===== src/rtl/fetch_unit_if.sv =====
// Program-memory read port of the fetch unit.
// The fetch side drives the request; memory answers with data and ready.
interface fetch_unit_if #(
  parameter int ADDR_W = 4,
  parameter int DATA_W = 8
);
  logic              mem_rd;
  logic [ADDR_W-1:0] mem_addr;
  logic [DATA_W-1:0] mem_rdata;
  logic              mem_ready;

  modport master (
    output mem_rd,
    output mem_addr,
    input  mem_rdata,
    input  mem_ready
  );

  modport slave (
    input  mem_rd,
    input  mem_addr,
    output mem_rdata,
    output mem_ready
  );
endinterface


===== src/rtl/fetch_unit.sv =====
// Instruction fetch for the 8-bit multicycle core: PC, memory
// handshake with timeout, and a one-cycle IR write strobe.
module fetch_unit #(
  parameter int ADDR_W   = 4,
  parameter int DATA_W   = 8,
  parameter int MAX_WAIT = 8
) (
  input  logic              clk,
  input  logic              reset,
  input  logic              fetch_req,
  input  logic              pc_load,
  input  logic [ADDR_W-1:0] pc_load_val,
  fetch_unit_if.master      mem,
  output logic [DATA_W-1:0] instr_out,
  output logic              ir_write,
  output logic [ADDR_W-1:0] pc_out,
  output logic              fetch_busy,
  output logic              fetch_err
);

  localparam int CNT_W = (MAX_WAIT > 1) ? $clog2(MAX_WAIT) : 1;
  localparam logic [CNT_W-1:0] LAST = CNT_W'(MAX_WAIT - 1);

  typedef enum logic [1:0] {
    IDLE  = 2'd0,
    REQ   = 2'd1,
    WRITE = 2'd2
  } state_t;

  state_t state_q, state_d;

  logic [ADDR_W-1:0] pc_q, pc_d;
  logic [ADDR_W-1:0] pval_q, pval_d;
  logic              pend_q, pend_d;
  logic [DATA_W-1:0] instr_q, instr_d;
  logic [CNT_W-1:0]  wait_q, wait_d;
  logic              err_q, err_d;
  logic              rd_q, rd_d;
  logic              irw_q, irw_d;
  logic              busy_q, busy_d;

  // A load arriving in the same cycle as WRITE or abort still wins.
  logic              ld_any;
  logic [ADDR_W-1:0] ld_val;

  always_comb begin
    state_d  = state_q;
    pc_d     = pc_q;
    pval_d   = pval_q;
    pend_d   = pend_q;
    instr_d  = instr_q;
    wait_d   = wait_q;
    err_d    = err_q;
    ld_any   = pend_q | pc_load;
    ld_val   = pc_load ? pc_load_val : pval_q;

    unique case (state_q)
      IDLE: begin
        if (pc_load) begin
          pc_d = pc_load_val;
        end else if (fetch_req) begin
          state_d = REQ;
          err_d   = 1'b0;
          wait_d  = '0;
        end
      end
      REQ: begin
        pend_d = ld_any;
        pval_d = ld_val;
        if (mem.mem_ready) begin
          instr_d = mem.mem_rdata;
          state_d = WRITE;
        end else if (wait_q == LAST) begin
          err_d   = 1'b1;
          state_d = IDLE;
          pend_d  = 1'b0;
          if (ld_any) pc_d = ld_val;
        end else begin
          wait_d = wait_q + CNT_W'(1);
        end
      end
      WRITE: begin
        pc_d    = ld_any ? ld_val : pc_q + ADDR_W'(1);
        pend_d  = 1'b0;
        state_d = IDLE;
      end
      default: begin
        state_d = IDLE;
      end
    endcase

    rd_d   = (state_d == REQ);
    irw_d  = (state_d == WRITE);
    busy_d = (state_d != IDLE);
  end

  always_ff @(posedge clk or posedge reset) begin
    if (reset) begin
      state_q <= IDLE;
      pc_q    <= '0;
      pval_q  <= '0;
      pend_q  <= 1'b0;
      instr_q <= '0;
      wait_q  <= '0;
      err_q   <= 1'b0;
      rd_q    <= 1'b0;
      irw_q   <= 1'b0;
      busy_q  <= 1'b0;
    end else begin
      state_q <= state_d;
      pc_q    <= pc_d;
      pval_q  <= pval_d;
      pend_q  <= pend_d;
      instr_q <= instr_d;
      wait_q  <= wait_d;
      err_q   <= err_d;
      rd_q    <= rd_d;
      irw_q   <= irw_d;
      busy_q  <= busy_d;
    end
  end

  assign mem.mem_rd   = rd_q;
  assign mem.mem_addr = pc_q;
  assign instr_out    = instr_q;
  assign ir_write     = irw_q;
  assign pc_out       = pc_q;
  assign fetch_busy   = busy_q;
  assign fetch_err    = err_q;

endmodule


===== src/flat_wrapper.sv =====
// flat-port wrapper written by rule: the top's interface ports become plain ports
module fetch_unit_flat 
#(
  parameter int ADDR_W   = 4,
  parameter int DATA_W   = 8,
  parameter int MAX_WAIT = 8
)
  (clk, reset, fetch_req, pc_load, pc_load_val, instr_out, ir_write, pc_out, fetch_busy, fetch_err, mem_mem_rd, mem_mem_addr, mem_mem_rdata, mem_mem_ready);
  fetch_unit_if #(.ADDR_W(ADDR_W), .DATA_W(DATA_W)) mem_i ();
  input  logic clk;
  input  logic reset;
  input  logic fetch_req;
  input  logic pc_load;
  input  logic [ADDR_W-1:0] pc_load_val;
  output logic [DATA_W-1:0] instr_out;
  output logic ir_write;
  output logic [ADDR_W-1:0] pc_out;
  output logic fetch_busy;
  output logic fetch_err;
  output wire logic [$bits(mem_i.mem_rd)-1:0] mem_mem_rd;
  output wire logic [$bits(mem_i.mem_addr)-1:0] mem_mem_addr;
  input wire logic [$bits(mem_i.mem_rdata)-1:0] mem_mem_rdata;
  input wire logic [$bits(mem_i.mem_ready)-1:0] mem_mem_ready;
  assign mem_mem_rd = mem_i.mem_rd;
  assign mem_mem_addr = mem_i.mem_addr;
  assign mem_i.mem_rdata = mem_mem_rdata;
  assign mem_i.mem_ready = mem_mem_ready;
  fetch_unit #(.ADDR_W(ADDR_W), .DATA_W(DATA_W), .MAX_WAIT(MAX_WAIT)) u_core (.clk(clk), .reset(reset), .fetch_req(fetch_req), .pc_load(pc_load), .pc_load_val(pc_load_val), .mem(mem_i), .instr_out(instr_out), .ir_write(ir_write), .pc_out(pc_out), .fetch_busy(fetch_busy), .fetch_err(fetch_err));
endmodule

===== config.mk =====
export PLATFORM = sky130hd
export DESIGN_NAME = fetch_unit_flat
export DESIGN_NICKNAME = d
export VERILOG_FILES = /design/src/rtl/fetch_unit_if.sv /design/src/rtl/fetch_unit.sv /design/src/flat_wrapper.sv
export SDC_FILE = /design/constraint.sdc
export NUM_CORES = 1
export LEC_CHECK = 0
export BUFFER_PORTS_ARGS = -buffer_cell sky130_fd_sc_hd__buf_4
export CAP_MARGIN = 25
export CORE_ASPECT_RATIO = 1.5
export CORE_MARGIN = 10
export CORE_UTILIZATION = 28
export CTS_BUF_LIST = sky130_fd_sc_hd__clkbuf_4 sky130_fd_sc_hd__clkbuf_8 sky130_fd_sc_hd__clkbuf_16
export DETAILED_ROUTE_END_ITERATION = 16
export PLACE_DENSITY = 0.54
export SYNTH_ARGS = -nofsm -noshare
export SYNTH_HDL_FRONTEND = slang
export SYNTH_SLANG_ARGS = --single-unit

===== constraint.sdc =====
create_clock -name clk -period 3.4 [get_ports clk]
set_clock_uncertainty 0.05 [all_clocks]
set_input_delay 0.68 -clock clk [delete_from_list [all_inputs] [get_ports clk]]
set_output_delay 0.68 -clock clk [all_outputs]
set_load 0.01 [all_outputs]

==> results of run 1 <==
==> report_power, final <==
part	internal (mW)	switching, mW
Combinational	0.378	0.376
Clock	0.0794	0.0938
Sequential	0.446	0.103
Total	0.903	0.572
==> cell families (layout without fill, tap and decap cells) <==
group	Yosys count	count (layout)
AOI/OAI and AO/OA	28	28
muxes	18	18
DFF	26	26
xor gates and xnor gates	2	2
buffers and inverters	17	49
and+or+nand+nor	37	37
adders and majority gates	8	8
==> flip-flops by register name, summed over array words and instances, names as in the netlist <==
register,flops
u_core.fetch_busy,1
u_core.fetch_err,1
u_core.instr_out,8
u_core.ir_write,1
u_core.mem.mem_addr,4
u_core.mem.mem_rd,1
u_core.pend_q,1
u_core.pval_q,4
u_core.state_q,2
u_core.wait_q,3
==> cell usage in the layout (no fill, tap or decap), types with 2 or more instances in the layout <==
master,n
o21ai_1,3
clkbuf_8,3
nor2_1,12
dfrtp_1,26
a22o_1,2
a21oi_2,2
mux2i_1,4
mux2_1,2
mux2_2,12
o21ai_0,6
buf_4,36
inv_1,8
nand3_1,7
nor2b_1,2
nand2_1,12
a21oi_1,8
ha_1,8
==> worst paths after layout <==
kind	slack, ns	from	endpoint	cells after the start
worst max-delay path	1.34	u_core.state_q[1]$_DFF_PP0_	u_core.wait_q[0]$_DFFE_PP0P_	7
worst min-delay path	0.38	reset	u_core.instr_out[5]$_DFFE_PP0P_	2
worst max register to register	1.34	u_core.state_q[1]$_DFF_PP0_	u_core.wait_q[0]$_DFFE_PP0P_	7
worst min register to register	0.46	u_core.pval_q[3]$_DFFE_PP0P_	u_core.pval_q[3]$_DFFE_PP0P_	1
max in group asynchronous	2.46	reset	u_core.instr_out[7]$_DFFE_PP0P_	3
min in group clk	0.46	u_core.pval_q[3]$_DFFE_PP0P_	u_core.pval_q[3]$_DFFE_PP0P_	1
==> cells in the mapped netlist, types with 2 or more instances <==
master | n | share of area (%)
a21oi_2 | 2 | 1.2
inv_1 | 8 | 2.1
a22o_1 | 2 | 1.2
nand3_1 | 7 | 2.5
nor2_1 | 12 | 3.2
a21oi_1 | 8 | 2.8
dfrtp_1 | 26 | 46
nor2b_1 | 2 | 0.88
buf_2 | 2 | 0.71
buf_6 | 2 | 1.6
o21ai_0 | 6 | 2.1
nand2_1 | 12 | 3.2
buf_4 | 4 | 2.1
mux2_2 | 12 | 9.5
mux2_1 | 2 | 1.6
mux2i_1 | 4 | 2.8
ha_1 | 8 | 7.1
o21ai_1 | 3 | 1.1
==> per-layer routing <==
metal | routed length [um] | up-vias
li1 | - | 526
met2 | 1430 | 45
met5 | 0 | -
met3 | 428 | 7
met1 | 1280 | 527
met4 | 65 | 0
==> per-stage QoR <==
step                worst slack (ns)  cell area [um2]
floorplan                       1.68             1420
global placement                1.44             1710
finish                          1.34             1770
CTS                             1.36             1750
detailed placement              1.36             1710
global route                    1.21             1770
==> worst reg2reg max path: cells and delay by family, from the launching register on <==
kind,cells,cell delay [ns]
DFF,1,0.42
adders and majority gates,1,0.42
muxes,1,0.34
AOI/OAI and AO/OA,2,0.28
buffers and inverters,2,0.25
and+or+nand+nor,1,0.20
==> cell type report <==
class	count	area [um2]	share of cell area, %
Multi-Input combinational cell	93	672	38.1
Timing Repair Buffer	37	285	16.2
Sequential cell	26	651	36.9
Tap cell	66	82.6	4.68
Inverter	9	33.8	1.91
Clock buffer	3	41.3	2.34
==> results.yml, run 1 <==
synthesis:
  synth_simple_gate_area_share_pct: 11.9
  synthMuxAreaShare_pct: 13.9
  synth_seq_cells: 26
  async_flop_share_pct: 100
  syn_area_um2: 1420
  yosysSeqAreaShare_pct: 45.9
  synth-edff-count: 0
  synth_compound_area_share_pct: 13.2
  syn_area_per_cell_um2: 10.4
  synthFlopType: "dfrtp_1"
  synthAdderAreaFrac_pct: 7.05
  yosys_warnings: 0
  synthDistinctLibCells: 32
  synth_xor_area_share_pct: 1.23
  syn_nets: 161
  synth_top_family_by_area: "multiplexers"
  synth_cells: 136
route:
  num_vias: 1105
  drc: 0
  post_drt_via_cell_ratio: 4.72
  wirelength_um: 3210
  dr.pass1.iters: 4
  drtIter0Drc: 76
  wl_per_cell_um: 13.7
  drtAntennaViolNets: 0
sta:
  finalHoldViolCount: 0
  hold_ws_ns: 0.377
  finalCriticalPeriod_ns: 2.06
  max_freq_mhz: 485
  setup_viol: 0
  worst_slew_pin_slew_ns: 0.482
  report.final.slew_viol_count: 0
  post-route-period-util_pct: 60.7
  tns_ns: 0
  relSlewSlack_pct: 67.8
  rsz0062_at_grt: "false"
floorplan:
  rows: 31
  pin_count: 37
  initial_core_util_pct: 29.0
  die_h_um: 107
  core_um2: 4890
  die_area_um2: 8370
  die-width_um: 78.1
finish:
  final_cells: 234
  antennaDiodeCount: 0
  nets: 195
  drive_gt1_share_pct: 34.5
  fin_util_pct: 36.1
  nFillCells: 533
  areaGrowthSynthToFinish_pct: 24.4
setup_path:
  crit_family: "flip-flops"
  arrival_ns: 2.17
  cp_max_fo: 12
  cpPeakStageDelay_ns: 0.42
  crit_buf_inv: 2
  cp_slowest_cell: "dfrtp_1"
  setup.worst_path.end_class: "flip-flop"
  path_class: "reg2reg"
  path_cells: "inv_1 > ha_1 > inv_2 > nor3_1 > a21oi_1 > a21oi_2 > mux2_1"
  crit_required_ns: 3.51
  crit_path_start_kind: "flip-flop"
grt:
  use_met1_pct: 8.72
  antenna_found_initial: 0
  grt_max_degree: 27
  grt_overflow_total: 0
  grt_usage_pct: 7.94
  grt_pass1_vias: 1168
  grt_pass1_wl_um: 5460
  busiest_layer: "met2"
  grtUsageMet3_pct: 4.77
  grt_util_met2_pct: 12.1
clocking:
  cts_hold_buf: 0
  cts_inserted_buffers: 3
  clock_latency_ns: 0.27
  root_buffer: "clkbuf_8"
  htree_levels: 1
  cts_tree: "built"
  clock-sinks: 26
  clkTransAtPathRegs_ns: 0.09
  post_cts_buffers: 0
  cts_resized: 0
  clock_path_buffers: 2
outcome:
  status: "finished clean"
flow_run:
  maxCapViolCount: 0
power:
  power.leakage_nw: 0.847
  irDropWorstVdd_uv: 304
  total_power_mw: 1.48
  cellPowerDensity_nw_per_um2: 836
place:
  gp_congestion: 0.791
  portBuffers: 36
  dp_hpwl_um: 2560
  placedCellCount: 230
worst_hold_path:
  hp-class: "in2async"
Power figures use the tool's default switching activity.
==> run 2, diff against run 1 <==
- ABC_AREA: default -> 1
- clock period: 3.4 -> 2.1 ns (I/O delays scaled with it)
==> run 2 against run 1 <==
  * Cell count is 21% higher
  * Routed wire length is 7.6% higher
  * Setup slack worse by 0.88 ns
  * Combinational power is 95% higher
  * Sequential cell count stayed put
  * Via count is 11% higher
  * Register-to-register slack worse by 0.88 ns
  * Final area is 2.4% higher
  * Sequential power is 63% higher
  * Critical endpoint is now u_core.mem.mem_addr[3]$_DFFE_PP0P_
  * Largest cell class unchanged
  * Highest routed layer unchanged
==> results.yml, run 2 <==
power:
  irDropWorstVdd_uv: 538
  clkPwrFrac_pct: 12.5
  power_frac_seq_pct: 33.1
  power.leakage_nw: 0.984
  p_comb_share_pct: 54.4
  total_power_mw: 2.71
  p_int_mw: 1.53
  swShare_pct: 43.4
  p_sw_mw: 1.17
  cellPowerDensity_nw_per_um2: 1500
synthesis:
  syn_area_per_cell_um2: 7.83
  synthFlopType: "dfrtp_1"
  netlist_top_cells_count: "nand2_1, dfrtp_1, inv_1"
  synthDistinctLibCells: 22
  synthTopCellsByArea: "dfrtp_1, nand2_1, ha_1, o21ai_0, inv_1"
  synth.most_common_cell: "nand2_1"
  syn_area_um2: 1430
  synth-edff-count: 0
  synth_cells: 182
  synth_largest_area_cell: "dfrtp_1"
  synth_top_area_share_pct: 45.7
  async_flop_share_pct: 100
  yosysSeqAreaShare_pct: 45.7
  synth_seq_cells: 26
  yosys_warnings: 0
  syn_nets: 207
floorplan:
  die_h_um: 107
  rows: 31
  pin_count: 37
  die-width_um: 78.3
  initial_core_util_pct: 29.2
  core_um2: 4890
  die_area_um2: 8400
setup_path:
  arrival_ns: 1.77
  path_class: "reg2reg"
  path_cells: "inv_1 > ha_1 > buf_4 > nand2_1 > nand4_4 > nor2_1 > nand2_1 > nand2_1"
  cp_slowest_cell: "dfrtp_1"
  crit_top_cell: "nand2_1"
  setup.worst_path.end_class: "flip-flop"
  crit_path_start_kind: "flip-flop"
  crit_required_ns: 2.23
  cpPeakStageDelay_ns: 0.41
  cp_max_fo: 13
sta:
  tns_ns: 0
  setup_viol: 0
  worst_slew_pin_slew_ns: 0.350
  finalCriticalPeriod_ns: 1.64
  report.final.slew_viol_count: 0
  max_freq_mhz: 609
  rsz0062_at_grt: "false"
  hold_ws_ns: 0.137
  relSlewSlack_pct: 76.5
  post-route-period-util_pct: 78.2
  finalHoldViolCount: 0
place:
  gp_congestion: 0.785
  dp_hpwl_um: 2690
  portBuffers: 36
grt:
  grt_pass1_wl_um: 5800
  grt_pass1_vias: 1264
  grt_overflow_total: 0
  grt_usage_pct: 8.49
  antenna_found_initial: 0
  grt_max_degree: 27
route:
  wirelength_um: 3450
  wl_met2_um: 1730
  drtAntennaViolNets: 0
  met1_length_um: 1450
  drc: 0
  post_drt_via_cell_ratio: 4.32
  dr.pass1.iters: 4
  met3_length_um: 202
  wl_per_cell_um: 12.1
  num_vias: 1227
  drtIter0Drc: 35
  top_layer_used: "met4"
clocking:
  cts_resized: 0
  htree_levels: 1
  cts_tree: "built"
  clock-sinks: 26
  post_cts_buffers: 0
  cts_inserted_buffers: 3
  root_buffer: "clkbuf_8"
  cts_hold_buf: 0
  clock_latency_ns: 0.28
  clkTransAtPathRegs_ns: 0.10
  clock_path_buffers: 2
outcome:
  status: "finished clean"
flow_run:
  maxCapViolCount: 0
worst_hold_path:
  hp-class: "in2async"
finish:
  antennaDiodeCount: 0
  largest_reg_flops: 8
  final_cell_mix: "nand2_1, buf_4, dfrtp_1"
  drive_gt1_share_pct: 23.9
  areaGrowthSynthToFinish_pct: 26.9
  nets: 244
  nFillCells: 548
  mostFrequentLayoutCell: "nand2_1"
==> run 2: path summary, 6_finish.rpt <==
kind | startpoint | end | slack, ns | depth (start not counted)
min in group clk | mem_mem_rdata[1] | u_core.instr_out[1]$_DFFE_PP0P_ | 0.28 | 3
hold reg to reg | u_core.instr_out[2]$_DFFE_PP0P_ | u_core.instr_out[2]$_DFFE_PP0P_ | 0.44 | 2
setup reg to reg | u_core.state_q[1]$_DFF_PP0_ | u_core.mem.mem_addr[3]$_DFFE_PP0P_ | 0.46 | 8
hold / removal | reset | u_core.wait_q[1]$_DFFE_PP0P_ | 0.14 | 3
max in group asynchronous | reset | u_core.instr_out[3]$_DFFE_PP0P_ | 1.60 | 3
setup / recovery | u_core.state_q[1]$_DFF_PP0_ | u_core.mem.mem_addr[3]$_DFFE_PP0P_ | 0.46 | 8
==> run 2: layout make-up <==
type	count	area [um2]	area share [%]
multi-input cells	132	667	36.9
well taps	66	82.6	4.57
clock buffers	4	55.1	3.04
repair buffers	38	285	15.8
flip-flops and latches	26	651	36.0
inverters	18	67.6	3.74
==> run 2: power groups by stage <==
stage               combinational (mW)  clock, mW  sequential, mW
global placement                  1.50          0           0.906
floorplan                        0.953          0           0.946
CTS                               1.51      0.355           0.902
finish                            1.47      0.337           0.896
global route                      1.70      0.368           0.933
detailed placement                1.51          0           0.911
==> run 2: routing by layer <==
metal / track usage [%] / vias to the layer above
met1: 9.22 / 557
met3: 2.68 / 6
met5: 0 / -
li1: - / 637
met4: 4.24 / 0
met2: 14.4 / 27
==> run 2: worst max-delay path, delay by kind of cell (launching register included) <==
family / cells / cell delay (ns)
adders and majority gates: 1 / 0.31
and+or+nand+nor: 5 / 0.40
DFF: 1 / 0.41
buffers and inverters: 2 / 0.37
==> run 2: cell families (layout without fill, tap and decap cells) <==
family / count (synthesis) / in the layout / synth area share [%]
and+or+nand+nor: 100 / 100 / 29.5
DFF: 26 / 26 / 45.7
buffers and inverters: 24 / 60 / 7.55
AOI/OAI and AO/OA: 23 / 23 / 9.66
adders and majority gates: 8 / 8 / 7.02
xor gates and xnor gates: 1 / 1 / 0.615
==> run 2: through the flow <==
| stage | utilization, % | std cells | instance area, um2 | setup WS, ns |
|---|---|---|---|---|
| finish | 37.0 | 284 | 1810 | 0.457 |
| global route | 37.0 | 284 | 1810 | 0.306 |
| CTS | 37.0 | 284 | 1810 | 0.458 |
| detailed placement | 35.9 | 280 | 1750 | 0.478 |
| global placement | 35.9 | 280 | 1750 | 0.529 |
| floorplan | - | 182 | 1430 | 0.615 |
